### src/rtl/leve_rd_arb_pkg.sv
// Shared types and default sizing for the LEVE read-port arbiter.
package leve_rd_arb_pkg;

    localparam int DEF_ADDR_W  = 32;
    localparam int DEF_DATA_W  = 128;
    localparam int DEF_MAX_OUT = 4;

    typedef enum logic {
        IDLE  = 1'b0,
        ISSUE = 1'b1
    } arb_state_t;

    // Requester index width; a single requester still needs one bit.
    function automatic int idx_w(input int n);
        return (n > 1) ? $clog2(n) : 1;
    endfunction

endpackage

### src/rtl/axi_if.sv
// Minimal AXI read-channel bundle: AR and R signals only.
interface AXI #(
    parameter int ADDR_W = 32,
    parameter int DATA_W = 128
);
    logic [ADDR_W-1:0] ARADDR;
    logic              ARVALID;
    logic              ARREADY;
    logic [DATA_W-1:0] RDATA;
    logic              RVALID;
    logic              RREADY;

    modport r_init (
        output ARADDR, ARVALID, RREADY,
        input  ARREADY, RDATA, RVALID
    );

    modport r_targ (
        input  ARADDR, ARVALID, RREADY,
        output ARREADY, RDATA, RVALID
    );
endinterface

### src/rtl/leve_rd_order_fifo.sv
// Issue-order FIFO: records which requester owns each outstanding AR.
module leve_rd_order_fifo #(
    parameter int WIDTH = 1,
    parameter int DEPTH = 4
) (
    input  logic                     CLK,
    input  logic                     RST,
    input  logic                     push,
    input  logic [WIDTH-1:0]         din,
    input  logic                     pop,
    output logic [WIDTH-1:0]         head,
    output logic [$clog2(DEPTH):0]   cnt,
    output logic                     empty,
    output logic                     full
);
    localparam int PTR_W = (DEPTH > 1) ? $clog2(DEPTH) : 1;
    localparam int CNT_W = $clog2(DEPTH) + 1;

    logic [WIDTH-1:0] mem [DEPTH];
    logic [PTR_W-1:0] wr_ptr_reg;
    logic [PTR_W-1:0] rd_ptr_reg;
    logic [CNT_W-1:0] cnt_reg;
    logic             do_pop;

    // The caller guarantees no push while full; pops on empty are ignored.
    assign do_pop = pop && !empty;
    assign empty  = (cnt_reg == '0);
    assign full   = (cnt_reg == CNT_W'(DEPTH));
    assign cnt    = cnt_reg;
    assign head   = mem[rd_ptr_reg];

    always_ff @(posedge CLK) begin
        if (push) begin
            mem[wr_ptr_reg] <= din;
        end
    end

    always_ff @(posedge CLK) begin
        if (RST) begin
            wr_ptr_reg <= '0;
            rd_ptr_reg <= '0;
            cnt_reg    <= '0;
        end else begin
            if (push) begin
                wr_ptr_reg <= (wr_ptr_reg == PTR_W'(DEPTH-1)) ? '0 : wr_ptr_reg + PTR_W'(1);
            end
            if (do_pop) begin
                rd_ptr_reg <= (rd_ptr_reg == PTR_W'(DEPTH-1)) ? '0 : rd_ptr_reg + PTR_W'(1);
            end
            case ({push, do_pop})
                2'b10:   cnt_reg <= cnt_reg + CNT_W'(1);
                2'b01:   cnt_reg <= cnt_reg - CNT_W'(1);
                default: cnt_reg <= cnt_reg;
            endcase
        end
    end

endmodule

### src/rtl/leve_rd_arb.sv
// Round-robin arbiter sharing one single-beat AXI read port among N_REQ
// requesters; R beats are steered back using the issue-order FIFO.
module leve_rd_arb
    import leve_rd_arb_pkg::*;
#(
    parameter int N_REQ   = 2,
    parameter int ADDR_W  = DEF_ADDR_W,
    parameter int DATA_W  = DEF_DATA_W,
    parameter int MAX_OUT = DEF_MAX_OUT
) (
    input  logic                          CLK,
    input  logic                          RST,
    input  logic [N_REQ-1:0][ADDR_W-1:0]  REQ_ARADDR,
    input  logic [N_REQ-1:0]              REQ_ARVALID,
    output logic [N_REQ-1:0]              REQ_ARREADY,
    output logic [DATA_W-1:0]             REQ_RDATA,
    output logic [N_REQ-1:0]              REQ_RVALID,
    input  logic [N_REQ-1:0]              REQ_RREADY,
    AXI.r_init                            RO,
    output logic                          ERR
);
    localparam int IDX_W = idx_w(N_REQ);
    localparam int CNT_W = $clog2(MAX_OUT) + 1;

    arb_state_t        state_reg;
    logic [IDX_W-1:0]  rr_ptr_reg;
    logic [IDX_W-1:0]  gnt_reg;
    logic [ADDR_W-1:0] ar_addr_reg;
    logic              ar_valid_reg;
    logic              err_reg;

    logic [IDX_W-1:0]  sel;
    logic              can_accept;
    logic              accept;
    logic              push;
    logic              pop;
    logic [IDX_W-1:0]  fifo_head;
    logic [CNT_W-1:0]  fifo_cnt;
    logic              fifo_empty;
    logic              fifo_full;

    // First valid requester at or after ptr, wrapping; iterating from the far
    // end lets the nearest one overwrite the pick.
    function automatic logic [IDX_W-1:0] rr_select(
        input logic [N_REQ-1:0] valid,
        input logic [IDX_W-1:0] ptr
    );
        logic [IDX_W-1:0] pick;
        int               idx;
        pick = ptr;
        for (int k = N_REQ - 1; k >= 0; k--) begin
            idx = (int'(ptr) + k) % N_REQ;
            if (valid[idx]) begin
                pick = IDX_W'(idx);
            end
        end
        return pick;
    endfunction

    assign sel        = rr_select(REQ_ARVALID, rr_ptr_reg);
    assign can_accept = (state_reg == IDLE) && (fifo_cnt < CNT_W'(MAX_OUT));
    assign accept     = |(REQ_ARVALID & REQ_ARREADY);
    assign push       = (state_reg == ISSUE) && RO.ARREADY && !fifo_full;
    assign pop        = RO.RVALID && RO.RREADY;

    for (genvar gi = 0; gi < N_REQ; gi++) begin : g_req
        assign REQ_ARREADY[gi] = !RST && can_accept && REQ_ARVALID[gi] && (sel == IDX_W'(gi));
        assign REQ_RVALID[gi]  = !RST && RO.RVALID && !fifo_empty && (fifo_head == IDX_W'(gi));
    end

    assign REQ_RDATA  = RO.RDATA;
    assign RO.RREADY  = !RST && !fifo_empty && REQ_RREADY[fifo_head];
    assign RO.ARVALID = ar_valid_reg;
    assign RO.ARADDR  = ar_addr_reg;
    assign ERR        = err_reg;

    always_ff @(posedge CLK) begin
        if (RST) begin
            state_reg    <= IDLE;
            rr_ptr_reg   <= '0;
            gnt_reg      <= '0;
            ar_addr_reg  <= '0;
            ar_valid_reg <= 1'b0;
            err_reg      <= 1'b0;
        end else begin
            // A beat with nothing outstanding cannot be attributed; flag it forever.
            if (RO.RVALID && fifo_empty) begin
                err_reg <= 1'b1;
            end
            case (state_reg)
                IDLE: begin
                    if (accept) begin
                        ar_addr_reg  <= REQ_ARADDR[sel];
                        gnt_reg      <= sel;
                        rr_ptr_reg   <= (sel == IDX_W'(N_REQ-1)) ? '0 : sel + IDX_W'(1);
                        ar_valid_reg <= 1'b1;
                        state_reg    <= ISSUE;
                    end
                end
                ISSUE: begin
                    if (RO.ARREADY) begin
                        ar_valid_reg <= 1'b0;
                        state_reg    <= IDLE;
                    end
                end
            endcase
        end
    end

    leve_rd_order_fifo #(
        .WIDTH (IDX_W),
        .DEPTH (MAX_OUT)
    ) u_order_fifo (
        .CLK   (CLK),
        .RST   (RST),
        .push  (push),
        .din   (gnt_reg),
        .pop   (pop),
        .head  (fifo_head),
        .cnt   (fifo_cnt),
        .empty (fifo_empty),
        .full  (fifo_full)
    );

endmodule

### src/flat_wrapper.sv
// flat-port wrapper written by rule: the top's interface ports become plain ports
module leve_rd_arb_flat import leve_rd_arb_pkg::*;
#(
    parameter int N_REQ   = 2,
    parameter int ADDR_W  = DEF_ADDR_W,
    parameter int DATA_W  = DEF_DATA_W,
    parameter int MAX_OUT = DEF_MAX_OUT
)
  (CLK, RST, REQ_ARADDR, REQ_ARVALID, REQ_ARREADY, REQ_RDATA, REQ_RVALID, REQ_RREADY, ERR, RO_ARADDR, RO_ARVALID, RO_RREADY, RO_ARREADY, RO_RDATA, RO_RVALID);
  AXI #(.ADDR_W(ADDR_W), .DATA_W(DATA_W)) RO_i ();
  input  logic CLK;
  input  logic RST;
  input  logic [N_REQ-1:0][ADDR_W-1:0] REQ_ARADDR;
  input  logic [N_REQ-1:0] REQ_ARVALID;
  output logic [N_REQ-1:0] REQ_ARREADY;
  output logic [DATA_W-1:0] REQ_RDATA;
  output logic [N_REQ-1:0] REQ_RVALID;
  input  logic [N_REQ-1:0] REQ_RREADY;
  output logic ERR;
  output wire logic [$bits(RO_i.ARADDR)-1:0] RO_ARADDR;
  output wire logic [$bits(RO_i.ARVALID)-1:0] RO_ARVALID;
  output wire logic [$bits(RO_i.RREADY)-1:0] RO_RREADY;
  input wire logic [$bits(RO_i.ARREADY)-1:0] RO_ARREADY;
  input wire logic [$bits(RO_i.RDATA)-1:0] RO_RDATA;
  input wire logic [$bits(RO_i.RVALID)-1:0] RO_RVALID;
  assign RO_ARADDR = RO_i.ARADDR;
  assign RO_ARVALID = RO_i.ARVALID;
  assign RO_RREADY = RO_i.RREADY;
  assign RO_i.ARREADY = RO_ARREADY;
  assign RO_i.RDATA = RO_RDATA;
  assign RO_i.RVALID = RO_RVALID;
  leve_rd_arb #(.N_REQ(N_REQ), .ADDR_W(ADDR_W), .DATA_W(DATA_W), .MAX_OUT(MAX_OUT)) u_core (.CLK(CLK), .RST(RST), .REQ_ARADDR(REQ_ARADDR), .REQ_ARVALID(REQ_ARVALID), .REQ_ARREADY(REQ_ARREADY), .REQ_RDATA(REQ_RDATA), .REQ_RVALID(REQ_RVALID), .REQ_RREADY(REQ_RREADY), .RO(RO_i), .ERR(ERR));
endmodule
### config.mk
export PLATFORM = sky130hd
export DESIGN_NAME = leve_rd_arb_flat
export DESIGN_NICKNAME = d
export VERILOG_FILES = /design/src/rtl/leve_rd_arb_pkg.sv /design/src/rtl/axi_if.sv /design/src/rtl/leve_rd_order_fifo.sv /design/src/rtl/leve_rd_arb.sv /design/src/flat_wrapper.sv
export SDC_FILE = /design/constraint.sdc
export NUM_CORES = 1
export LEC_CHECK = 0
export ABC_AREA = 1
export CAP_MARGIN = 20
export CORE_AREA = 3 3 143 145
export CTS_CLUSTER_SIZE = 14
export DETAILED_ROUTE_END_ITERATION = 8
export DIE_AREA = 0 0 146 148
export PLACE_DENSITY = 0.64
export SYNTH_ARGS = -nofsm -noshare
export SYNTH_HDL_FRONTEND = slang
export SYNTH_SLANG_ARGS = --single-unit
export TNS_END_PERCENT = 20
### constraint.sdc
create_clock -name CLK -period 2.09 [get_ports CLK]
set_input_delay 0.627 -clock CLK [delete_from_list [all_inputs] [get_ports CLK]]
set_output_delay 0.627 -clock CLK [all_outputs]
set_load 0.005 [all_outputs]
==> impl_metrics.env <==
export IMPL_routed_wl_um=9380
export IMPL_rrSetupSlack_ns=0.03
export IMPL_synth_seq_cells=50
export IMPL_critical_path_depth=8
export IMPL_cts_tree="built"
export IMPL_drtIter0Drc=48
export IMPL_h_tree_depth=2
export IMPL_seqPwrFrac_pct=44.4
export IMPL_first_pass_iters=4
export IMPL_comb_power_share_pct=20.5
export IMPL_tightest_slew_ns=0.568
export IMPL_start_kind="register"
export IMPL_max_slew_margin_rel_pct=62.0
export IMPL_drive_gt1_share_pct=15.8
export IMPL_port_buffers=110
export IMPL_m1WireLength_um=3230
export IMPL_std_cell_rows=51
export IMPL_yosysWarnings=0
export IMPL_clock_fmax_mhz=481
export IMPL_maxCapViolations=0
export IMPL_arrival_ns=1.45
export IMPL_clkSlewWorstSetupHoldPaths_ns=0.08
export IMPL_intPower_mw=1.75
export IMPL_clock_path_buffers=2
export IMPL_antennaDiodeCount=0
export IMPL_top_layer_used="met4"
export IMPL_setup_violations=0
export IMPL_rsz0062_at_grt="true"
export IMPL_cp_slowest_cell="edfxtp_1"
export IMPL_coreArea_um2=19300
export IMPL_grt_overflow_total=0
export IMPL_p_leak_nw=1.42
export IMPL_yosysSeqAreaShare_pct=32.9
export IMPL_synth_top_area_share_pct=30.4
export IMPL_initial_core_util_pct=16.4
export IMPL_vias=2446
export IMPL_ys_types=28
export IMPL_hold_depth=2
export IMPL_reg2regPathDepth=13
export IMPL_die_h_um=148
export IMPL_status="finished, final reports clean"
export IMPL_hold_class="register to register"
export IMPL_io_pins=367
export IMPL_path_buf_inv=4
export IMPL_power_mw=2.38
export IMPL_antenna_found_initial=0
export IMPL_slew_viol_final=0
export IMPL_crit_path_max_incr_delay_ns=0.37
export IMPL_synth_area_leader_cell="buf_4"
export IMPL_path_class="register to primary output"
export IMPL_postLayoutCellArea_um2=3930
export IMPL_vdd_drop_max_mv=0.245
export IMPL_critical_path_max_fanout=3
export IMPL_setup_slack_ns=0.0118
export IMPL_fin_worst_skew_ns=0.0112
export IMPL_chipWidth_um=146
export IMPL_met3_length_um=1290
export IMPL_areaGrowthSynthToFinish_pct=24.3
export IMPL_p_sw_mw=0.628
export IMPL_cp_cell_sequence="nand2_1 -> nand3_2 -> nand3b_1 -> nand3_2 -> buf_6 -> buf_6 -> inv_2 -> buf_2"
export IMPL_dp_hpwl_um=6940
export IMPL_met2_length_um=4190
export IMPL_synthesis_nets=617
export IMPL_pwr_density_cell_nw_per_um2=605
export IMPL_holdBufCountCts=0
export IMPL_clkLatencyLatePin_ns=0.30
export IMPL_timing_final_crit_period_ns=2.08
export IMPL_power_share_clock_pct=35.1
export IMPL_postRouteAntennaNets=0
export IMPL_largest_reg_flops=32
export IMPL_swShare_pct=26.4
export IMPL_synth_area_per_cell_um2=7.71
export IMPL_grt_max_degree=40
export IMPL_dieArea_um2=21600
export IMPL_final_net_count=617
export IMPL_cts_buffers_inserted=5
export IMPL_hold_violations=0
export IMPL_place_ws_ns=-0.703
export IMPL_required_ns=1.46
export IMPL_crit_family="simple AND/OR/NAND/NOR gates"
export IMPL_synth_cells=410
export IMPL_utilization_pct=20.3
export IMPL_cp_end_kind="primary output"
export IMPL_via_per_inst=3.62
export IMPL_netlist_area_um2=3160
export IMPL_grt_use_total_pct=8.61
export IMPL_grt_pass1_wl_um=14000
export IMPL_place_area_um2=3690
export IMPL_synth_area_top_cells="buf_4 (30%), dfxtp_1 (29%), nand2_1 (13%)"
export IMPL_tns_ns=0
export IMPL_cts_root_buf="clkbuf_16"
export IMPL_globalplace_congestion=0.670
export IMPL_grt_pass1_vias=2576
export IMPL_clock_sinks=50
export IMPL_route_detailed_drc=0
export IMPL_period_share_pct=99.4
export IMPL_wire_per_inst_um=13.9
==> placed cells by master (no fill, tap or decap), drive strengths merged <==
cell	count
a21boi	1
dfxtp	46
or2	1
edfxtp	4
o21ai	3
a31oi	32
ha	6
dlygate4sd2	6
nor2	20
clkbuf	6
fa	1
nand4	2
a21oi	11
buf	27
clkdlybuf4s15	1
nand2	111
inv	22
a31o	1
nand3	4
nand3b	1
nor3	1
clkdlybuf4s50	99
xor2	1
a211oi	1
o21a	1
clkinv	2
==> path summary, 6_finish.rpt <==
kind                                                    to                  startpoint
worst min-delay path                     u_core.RO.ARVALID           u_core.RO.ARVALID
worst max register to register  u_core.u_order_fifo.cnt[2]  u_core.u_order_fifo.mem[3]
worst min register to register           u_core.RO.ARVALID           u_core.RO.ARVALID
worst max-delay path                             RO_RREADY  u_core.u_order_fifo.mem[3]
==> stage by stage <==
stage,hold slack (ns),instances
after floorplan,0.456,410
after global placement,0.453,663
after detailed placement,0.465,663
after CTS,0.476,676
after global routing,0.492,676
final,0.470,676
==> cell type report <==
class | count | area [µm²]
Timing Repair Buffer | 134 | 1280
Inverter | 21 | 81.3
Multi-Input combinational cell | 198 | 1050
Sequential cell | 50 | 1050
Tap cell | 265 | 332
Clock buffer | 5 | 125
Fill cell | 2143 | 15400
Clock inverter | 3 | 18.8
==> worst reg2reg max path, cell delays in order, from the launching register on <==
cell and delay [ns]:
edfxtp_1 0.37, nand2_1 0.09, nand3_2 0.10, nand3b_1 0.14, nand3_2 0.10, buf_6 0.13, nor2_4 0.11, ha_4 0.14
inv_2 0.04, fa_2 0.34, a21oi_2 0.11, o21ai_1 0.08, xor2_1 0.13, nor2_1 0.05
==> cells in the mapped netlist <==
cell type and instances:
a211oi_1 1, a21boi_1 1, a21oi_1 9, a21oi_2 2, a31o_2 1, a31oi_1 32
buf_2 3, buf_4 128, buf_6 6, clkbuf_1 5, dfxtp_1 46, edfxtp_1 4
fa_1 1, ha_1 6, inv_1 20, inv_2 1, nand2_1 110, nand2_2 1
nand3_1 4, nand3b_1 1, nand4_1 2, nor2_1 17, nor2_4 2, nor3_4 1
o21a_1 1, o21ai_0 3, or2_2 1, xor2_1 1
==> routing by layer <==
layer / vias to the layer above / track usage [%]
met1: 1021 / 7.68
met3: 68 / 5.70
li1: 1176 / -
met5: - / 0
met4: 0 / 7.06
met2: 181 / 13.6
==> kinds of logic after synthesis <==
| logic type | share of synthesized area (%) |
|---|---|
| buffers and inverters | 36.1 |
| adders and majority gates | 3.01 |
| AOI/OAI and AO/OA | 9.77 |
| and+or+nand+nor | 18.0 |
| DFF | 32.9 |
| xor gates and xnor gates | 0.277 |
==> power by group through the flow <==
stage	Combinational [mW]	Sequential [mW]	Clock, mW
global route	0.536	1.06	0.912
detailed placement	0.479	1.08	0
CTS	0.499	1.06	0.877
global placement	0.477	1.08	0
finish	0.488	1.06	0.836
floorplan	0.372	1.08	0
==> what timing repair did <==
item | 4_1_cts | 5_1_grt
setup buffers | 4 | 0
gates resized for setup | 39 | 7
hold endpoints to repair | 0 | 0
pin swaps | 9 | 0
cloned | 1 | 0
endpoints found under the setup margin | 43 | 7
(Power assumes the default switching activity.)
